===== config.mk =====
export PLATFORM = sky130hd
export DESIGN_NAME = scs8hd_o31a_bist
export DESIGN_NICKNAME = d
export VERILOG_FILES = /design/src/rtl/scs8hd_o31a_bist.sv
export SDC_FILE = /design/constraint.sdc
export NUM_CORES = 1
export LEC_CHECK = 0
export ABC_AREA = 1
export ABC_CLOCK_PERIOD_IN_PS = 1700
export CAP_MARGIN = 0
export CORE_MARGIN = 3
export CORE_UTILIZATION = 54
export DETAILED_ROUTE_END_ITERATION = 16
export GPL_ROUTABILITY_DRIVEN = 0
export PLACE_DENSITY = 0.9
export SLEW_MARGIN = 40
export SYNTH_ARGS = -nofsm -noshare
export SYNTH_HDL_FRONTEND = slang
export SYNTH_SLANG_ARGS = --single-unit

===== constraint.sdc =====
create_clock -name CLK -period 1.7 [get_ports CLK]
set_clock_uncertainty 0.15 [all_clocks]
set_input_delay 0.51 -clock CLK [delete_from_list [all_inputs] [get_ports CLK]]
set_output_delay 0.51 -clock CLK [all_outputs]
set_load 0.01 [all_outputs]

===== src/rtl/scs8hd_o31a_bist.sv =====
// Built-in self-test driver/checker for a single O31A cell, X = B1 & (A1|A2|A3).
// Sweeps all 16 input codes LOOPS times, samples the cell output after a settle
// window, and records the mismatch count, the first failing code and a PASS flag.
module scs8hd_o31a_bist #(
    parameter int unsigned SETTLE_CYC = 2,
    parameter int unsigned LOOPS      = 1,
    parameter int unsigned ERR_W      = 8
) (
    input  logic             CLK,
    input  logic             RESETB,
    input  logic             START,
    input  logic             ABORT,
    input  logic             X_IN,
    output logic             A1,
    output logic             A2,
    output logic             A3,
    output logic             B1,
    output logic             BUSY,
    output logic             DONE,
    output logic             PASS,
    output logic [ERR_W-1:0] ERR_CNT,
    output logic [3:0]       FIRST_FAIL_CODE,
    output logic             FIRST_FAIL_VALID
);

    typedef enum logic [2:0] {
        StIdle,
        StDrive,
        StSettle,
        StSample,
        StNext,
        StFinish
    } state_e;

    // Settle counter is loaded with SETTLE_CYC-1 so SETTLE lasts exactly SETTLE_CYC cycles.
    localparam logic [3:0]       SettleLast = 4'(SETTLE_CYC - 1);
    localparam logic [7:0]       LastLoop   = 8'(LOOPS - 1);
    localparam logic [ERR_W-1:0] ErrMax     = '1;
    localparam logic [ERR_W-1:0] ErrOne     = ERR_W'(1);

    state_e           state_q;
    logic [3:0]       code_q;
    logic [7:0]       loop_q;
    logic [3:0]       settle_q;
    logic [3:0]       drive_q;
    logic             busy_q;
    logic             done_q;
    logic             pass_q;
    logic [ERR_W-1:0] err_q;
    logic [3:0]       ff_code_q;
    logic             ff_valid_q;
    logic             exp_x;

    // Expected cell response for the code currently being driven.
    always_comb begin
        exp_x = code_q[3] & (code_q[0] | code_q[1] | code_q[2]);
    end

    // Sequencer FSM; every output is a flop updated here.
    always_ff @(posedge CLK or negedge RESETB) begin
        if (!RESETB) begin
            state_q    <= StIdle;
            code_q     <= '0;
            loop_q     <= '0;
            settle_q   <= '0;
            drive_q    <= '0;
            busy_q     <= 1'b0;
            done_q     <= 1'b0;
            pass_q     <= 1'b0;
            err_q      <= '0;
            ff_code_q  <= '0;
            ff_valid_q <= 1'b0;
        end else begin
            done_q <= 1'b0;
            if (state_q != StIdle && ABORT) begin
                // Abort keeps partial error results but never reports completion.
                state_q <= StIdle;
                drive_q <= '0;
                busy_q  <= 1'b0;
            end else begin
                unique case (state_q)
                    StIdle: begin
                        if (START && !ABORT) begin
                            state_q    <= StDrive;
                            busy_q     <= 1'b1;
                            code_q     <= '0;
                            loop_q     <= '0;
                            err_q      <= '0;
                            ff_code_q  <= '0;
                            ff_valid_q <= 1'b0;
                            pass_q     <= 1'b0;
                        end
                    end
                    StDrive: begin
                        drive_q  <= code_q;
                        settle_q <= SettleLast;
                        state_q  <= StSettle;
                    end
                    StSettle: begin
                        if (settle_q == 4'd0) begin
                            state_q <= StSample;
                        end else begin
                            settle_q <= settle_q - 4'd1;
                        end
                    end
                    StSample: begin
                        if (X_IN != exp_x) begin
                            if (err_q != ErrMax) begin
                                err_q <= err_q + ErrOne;
                            end
                            if (!ff_valid_q) begin
                                ff_code_q  <= code_q;
                                ff_valid_q <= 1'b1;
                            end
                        end
                        state_q <= StNext;
                    end
                    StNext: begin
                        if (code_q != 4'd15) begin
                            code_q  <= code_q + 4'd1;
                            state_q <= StDrive;
                        end else if (loop_q < LastLoop) begin
                            loop_q  <= loop_q + 8'd1;
                            code_q  <= '0;
                            state_q <= StDrive;
                        end else begin
                            state_q <= StFinish;
                        end
                    end
                    StFinish: begin
                        done_q  <= 1'b1;
                        pass_q  <= (err_q == '0);
                        drive_q <= '0;
                        busy_q  <= 1'b0;
                        state_q <= StIdle;
                    end
                    default: begin
                        state_q <= StIdle;
                        drive_q <= '0;
                        busy_q  <= 1'b0;
                    end
                endcase
            end
        end
    end

    assign A1               = drive_q[0];
    assign A2               = drive_q[1];
    assign A3               = drive_q[2];
    assign B1               = drive_q[3];
    assign BUSY             = busy_q;
    assign DONE             = done_q;
    assign PASS             = pass_q;
    assign ERR_CNT          = err_q;
    assign FIRST_FAIL_CODE  = ff_code_q;
    assign FIRST_FAIL_VALID = ff_valid_q;

endmodule


==> results of run 1 <==
==> kinds of logic (layout without fill, tap and decap cells) <==
logic type | Yosys count | in the layout | share of synthesized area, %
buffers and inverters | 32 | 88 | 6.91
XOR/XNOR | 3 | 3 | 1.47
adder cells (fa/ha/maj) | 6 | 6 | 4.19
flip-flops | 31 | 31 | 43.3
AO/OA/AOI/OAI | 23 | 23 | 6.77
AND/OR/NAND/NOR | 138 | 138 | 37.4
==> cell type report <==
type | instances | share of cell area [%]
inverters | 31 | 5.04
multi-input cells | 170 | 38.8
well taps | 44 | 2.33
repair buffers | 49 | 18.0
flip-flops and latches | 31 | 32.9
clock buffers | 8 | 2.92
==> sequential cells by signal (all words and copies together) (netlist names) <==
name and flops:
state_q 3, code_q 4, drive_q 4, settle_q 4, DONE 1, PASS 1
BUSY 1, FIRST_FAIL_VALID 1, ERR_CNT 8, FIRST_FAIL_CODE 4
==> path summary, 6_finish.rpt <==
kind | slack [ns] | depth (start not counted) | endpoint | start
worst max-delay path | 0.03 | 1 | B1 | drive_q[3]
worst min-delay path | 0.33 | 1 | settle_q[0] | settle_q[0]
worst max register to register | 0.12 | 7 | BUSY | state_q[0]
worst min register to register | 0.33 | 1 | settle_q[0] | settle_q[0]
max in group asynchronous | 0.85 | 2 | drive_q[1] | RESETB
min in group asynchronous | 0.38 | 2 | ERR_CNT[1] | RESETB
==> cell usage in the layout, fill, tap and decap left out, types with 4 or more instances in the layout <==
| cell | n |
|---|---|
| dlygate4sd2_1 | 12 |
| o21ai_1 | 11 |
| nor3_1 | 5 |
| clkdlybuf4s15_1 | 8 |
| inv_1 | 26 |
| nor2_1 | 24 |
| nand4_1 | 9 |
| inv_2 | 4 |
| clkdlybuf4s50_1 | 4 |
| nand3_1 | 17 |
| dfrtp_1 | 31 |
| a21oi_1 | 4 |
| nand3_4 | 4 |
| buf_4 | 24 |
| o21ai_0 | 6 |
| nand2_1 | 66 |
| clkbuf_4 | 5 |
| ha_1 | 4 |
==> through the flow <==
stage / hold WS (ns) / setup slack (ns) / utilization [%] / power [W]
6_report: 0.331 / 0.0341 / 76.0 / 0.00249
5_1_grt: 0.352 / 0.000147 / 76.0 / 0.00268
4_1_cts: 0.337 / 0.00747 / 73.8 / 0.00242
3_5_place_dp: 0.325 / -0.315 / 71.9 / 0.00195
3_3_place_gp: 0.316 / -0.246 / 71.9 / 0.00191
2_1_floorplan: 0.0644 / 0.146 / - / 0.00158
==> power groups by stage <==
| stage | Clock, W | Sequential (W) | Combinational (W) |
|---|---|---|---|
| after floorplan | 0 | 0.000996 | 0.000588 |
| after global placement | 0 | 0.000981 | 0.000929 |
| after detailed placement | 0 | 0.000985 | 0.000961 |
| after CTS | 0.000497 | 0.000970 | 0.000956 |
| after global routing | 0.000529 | 0.000987 | 0.00116 |
| final | 0.000486 | 0.000972 | 0.00103 |
==> timing repair <==
action | CTS | global route
pin swaps | 0 | 4
gates cloned | 0 | 0
setup buffers | 2 | 5
resized for setup | 21 | 16
endpoints found under the setup margin | 20 | 29
==> layer usage <==
layer | global-route usage (%) | share of wire [%]
met4 | 8.09 | 1.8
met3 | 4.81 | 5.4
met1 | 27.1 | 43
met5 | 0 | 0
met2 | 37.7 | 50
==> results.toml, run 1 <==
[status]
status = "complete, no violations"

[layout]
finalNonFillerCells = 333
nets = 299
nFillCells = 231
regArea_um2 = 776
syn2layout_area_growth_pct = 31.6
final_area_um2 = 2360
n_antenna_cell = 0
multiInputGateArea_um2 = 916
drive_gt1_share_pct = 19.7

[critical_path]
critical-path-top-delay-family = "flip-flops"
crit_path_max_fanout = 2
crit_buf_inv = 1
cpPeakStageDelay_ns = 0.39
crit_path_end_kind = "output pin"
critPathSlowestCell = "dfrtp_1"
critical_path_class = "reg -> out"
cp-start-kind = "flip-flop"
crit_chain = "dlygate4sd2_1"
required_ns = 1.04
worstPathArrival_ns = 1.01

[grt]
grt_max_degree = 32
antenna_found_initial = 0
track_usage_pct = 22.0
grt_pass1_vias = 1596
grt_pass1_wl_um = 7010
gr-total-overflow = 0

[detailed_routing]
vias_per_cell = 5.27
drcViolationCount = 0
wl_um = 4280
wl_per_cell_um = 12.9
first_pass_iters = 4
drtIter0Drc = 128
ant_nets = 0
num_vias = 1755

[timing]
hold_viol = 0
fin_setup_tns_ns = 0
rsz0062_at_grt = "no"
worstMarginPinSlew_ns = 0.318
max_clock_freq_mhz = 600
period_minus_slack_ns = 1.67
finalCritPeriodShare_pct = 98.0
relSlewSlack_pct = 78.7
finalSetupViolCount = 0
slew_viol_final = 0

[synth]
synth_top_cell_by_area = "dfrtp_1"
ys_seq_elements = 31
syn-num-nets = 244
synth_flop_cell = "dfrtp_1"
synth.most_common_cell = "nand2_1"
ys_types = 23
ys_async_sr_fraction_pct = 100
netlist_area_um2 = 1790
synth.avg_cell_area_um2 = 7.70
yosysSeqAreaShare_pct = 43.3
yosys-top-cells-area = "dfrtp_1 (43%), nand2_1 (14%), inv_1 (5.9%)"
synth.top_cell.area_share_pct = 43.3
synthTopCellsByCount = "nand2_1 (69), dfrtp_1 (31), inv_1 (28)"
yosysWarnings = 0
syn-instance-count = 233
synth_edf_count = 0

[pwr]
clkPwrFrac_pct = 19.5
power.internal_w = 0.00152
power_density_nw_per_um2 = 1050
pwr-share-comb_pct = 41.4
swShare_pct = 39.0
p_sw_w = 0.000971
ir_drop_mv = 0.697
power_leakage_nw = 1.22
power.sequential.fraction_pct = 39.0

[floorplanning]
die-area_um2 = 4050
pin_count = 25
core_area_um2 = 3100
num_rows = 20
chipWidth_um = 63.6
die_h_um = 63.6
start_util_pct = 57.8

[clock_tree]
hold_buffers = 0
clk_pin_slew_ns = 0.09
cts-root-buf = "clkbuf_4"
htreeDepth = 2
cts_sinks = 31
cts_buffers = 5
cts_tree = "built"
clk_path_buf_depth = 2
insertion_delay_ns = 0.33

[placed_design]
place_area_um2 = 2230
hpwl_um = 2970
dp.cells = 318
io_buffers = 24

[min_path]
min_path_type = "reg -> reg"

[job]
cap_violations = 0
Note: power is estimated with default switching activity, not from simulation.
==> run 2, diff against run 1 <==
--- a/config.mk
+++ b/config.mk
@@ -6,13 +6,13 @@
 export NUM_CORES = 1
 export LEC_CHECK = 0
 export ABC_AREA = 1
-export ABC_CLOCK_PERIOD_IN_PS = 1700
+export ABC_CLOCK_PERIOD_IN_PS = 2050
 export CAP_MARGIN = 0
 export CORE_MARGIN = 3
-export CORE_UTILIZATION = 54
+export CORE_UTILIZATION = 55
 export DETAILED_ROUTE_END_ITERATION = 16
 export GPL_ROUTABILITY_DRIVEN = 0
-export PLACE_DENSITY = 0.9
+export PLACE_DENSITY = 0.91
 export SLEW_MARGIN = 40
 export SYNTH_ARGS = -nofsm -noshare
 export SYNTH_HDL_FRONTEND = slang
==> constraint.sdc (replaced) <==
create_clock -name CLK -period 2.05 [get_ports CLK]
set_clock_uncertainty 0.15 [all_clocks]
set_input_delay 0.615 -clock CLK [delete_from_list [all_inputs] [get_ports CLK]]
set_output_delay 0.615 -clock CLK [all_outputs]
set_load 0.01 [all_outputs]
==> run 2 against run 1 <==
  * Via count decreased by 6.8%
  * Die area decreased by 1.6%
  * Power decreased by 21%
  * Non-clock buffer count decreased by 11
  * Worst hold slack improved by 0.0056 ns
  * First-iteration DRC count decreased by 42%
  * Critical endpoint unchanged
  * Largest cell class unchanged
  * Critical path depth unchanged
  * Cell count decreased by 3.3%
==> results.toml, run 2 (same netlist as run 1, synthesis figures left out) <==
[status]
status = "complete, no violations"

[grt]
track_usage_pct = 21.1
gr-total-overflow = 0
grt_pass1_wl_um = 6610
antenna_found_initial = 0
grt_max_degree = 32
grt_pass1_vias = 1604

[clock_tree]
cts-root-buf = "clkbuf_4"
cts_buffers = 5
clk_pin_slew_ns = 0.09
clk_path_buf_depth = 2
cts_tree = "built"
cts_sinks = 31
hold_buffers = 0
insertion_delay_ns = 0.32
htreeDepth = 2

[layout]
drive_gt1_share_pct = 15.1
mostFrequentLayoutCell = "nand2_1"
syn2layout_area_growth_pct = 26.4
largest_reg_flops = 8
finalNonFillerCells = 322
n_antenna_cell = 0
final_util_pct = 73.6
nets = 288
layout.cells.most_common_list = "nand2_1 (69), inv_1 (28), dfrtp_1 (27)"
final_area_um2 = 2270

[critical_path]
crit_path_max_fanout = 2
crit_chain = "clkdlybuf4s50_1"
crit_path_end_kind = "output pin"
critical-path-top-delay-family = "buffers and inverters"
critical_path_class = "reg -> out"
critPathSlowestCell = "clkdlybuf4s50_1"
crit_buf_inv = 1
worstPathArrival_ns = 1.24
cp-start-kind = "flip-flop"
cpPeakStageDelay_ns = 0.54
required_ns = 1.28

[min_path]
min_path_type = "reg -> reg"

[timing]
finalCritPeriodShare_pct = 97.8
hold_ws_ns = 0.337
max_clock_freq_mhz = 499
hold_viol = 0
slew_viol_final = 0
period_minus_slack_ns = 2.00
worstMarginPinSlew_ns = 0.382
relSlewSlack_pct = 74.5
rsz0062_at_grt = "no"
finalSetupViolCount = 0

[floorplanning]
core_area_um2 = 3080
num_rows = 20
start_util_pct = 58.3
pin_count = 25
die-area_um2 = 3980
die_h_um = 63.1
chipWidth_um = 63.1

[detailed_routing]
wl_um = 3760
ant_nets = 0
drtIter0Drc = 74
dr.max_layer_used = "met4"
first_pass_iters = 4
dr_wl_met3_um = 158
wl_per_cell_um = 11.7
drcViolationCount = 0
dr_wl_met2_um = 1880
vias_per_cell = 5.08
wl_met1_um = 1640
num_vias = 1635

[pwr]
power_leakage_nw = 1.13
power_w = 0.00197
ir_drop_mv = 0.589
power_density_nw_per_um2 = 871

[job]
cap_violations = 0

[placed_design]
io_buffers = 24
dp.cells = 308
place_area_um2 = 2140
hpwl_um = 2800
-- run 2: metrics by stage --
step / TNS [ns] / setup WS, ns
finish: 0 / 0.0457
global route: 0 / 0.000767
CTS: 0 / 0.0137
detailed placement: -0.492 / -0.0757
global placement: -0.0827 / -0.0192
floorplan: 0 / 0.482
-- run 2: where the power goes --
part / switching [W] / leakage [nW] / total [W] / internal, W
Clock: 0.000197 / 0.0386 / 0.000399 / 0.000202
Combinational: 0.000466 / 0.671 / 0.000768 / 0.000302
Sequential: 0.0000996 / 0.417 / 0.000807 / 0.000707
Total: 0.000763 / 1.13 / 0.00197 / 0.00121
-- run 2: what timing repair did --
| item | in CTS | in global routing |
|---|---|---|
| gates cloned | 0 | 0 |
| endpoints found under the setup margin | 6 | 2 |
| endpoints found under the hold margin | 0 | 0 |
| resized for setup | 5 | 2 |
| buffers inserted | 5 | 1 |
-- run 2: worst paths after layout --
check	end	cells past startpoint	slack (ns)	from
max	B1	1	0.05	drive_q[3]
min	BUSY	2	0.34	BUSY
max in group asynchronous	ERR_CNT[1]	2	0.93	RESETB
min reg2reg	BUSY	2	0.34	BUSY
min in group asynchronous	ERR_CNT[7]	2	0.52	RESETB
max reg2reg	ERR_CNT[3]	8	0.33	ERR_CNT[0]
-- run 2: per-layer routing --
metal / GRT usage [%] / vias to the layer above
met2: 37.7 / 41
li1: - / 840
met5: 0 / -
met4: 9.92 / 0
met3: 5.53 / 8
met1: 23.0 / 746
-- run 2: layout make-up --
class                   instances  area (um2)
flip-flops and latches         31         781
fillers                       241         812
multi-input cells             170         893
clock buffers                   8        68.8
repair buffers                 38         349
inverters                      31         119
well taps                      44        55.1
-- run 2: tightest hold or removal path, cell delays in order, from the launching register on --
cell,delay [ns]
dfrtp_1,0.36
nand2_1,0.05
nand2_1,0.05
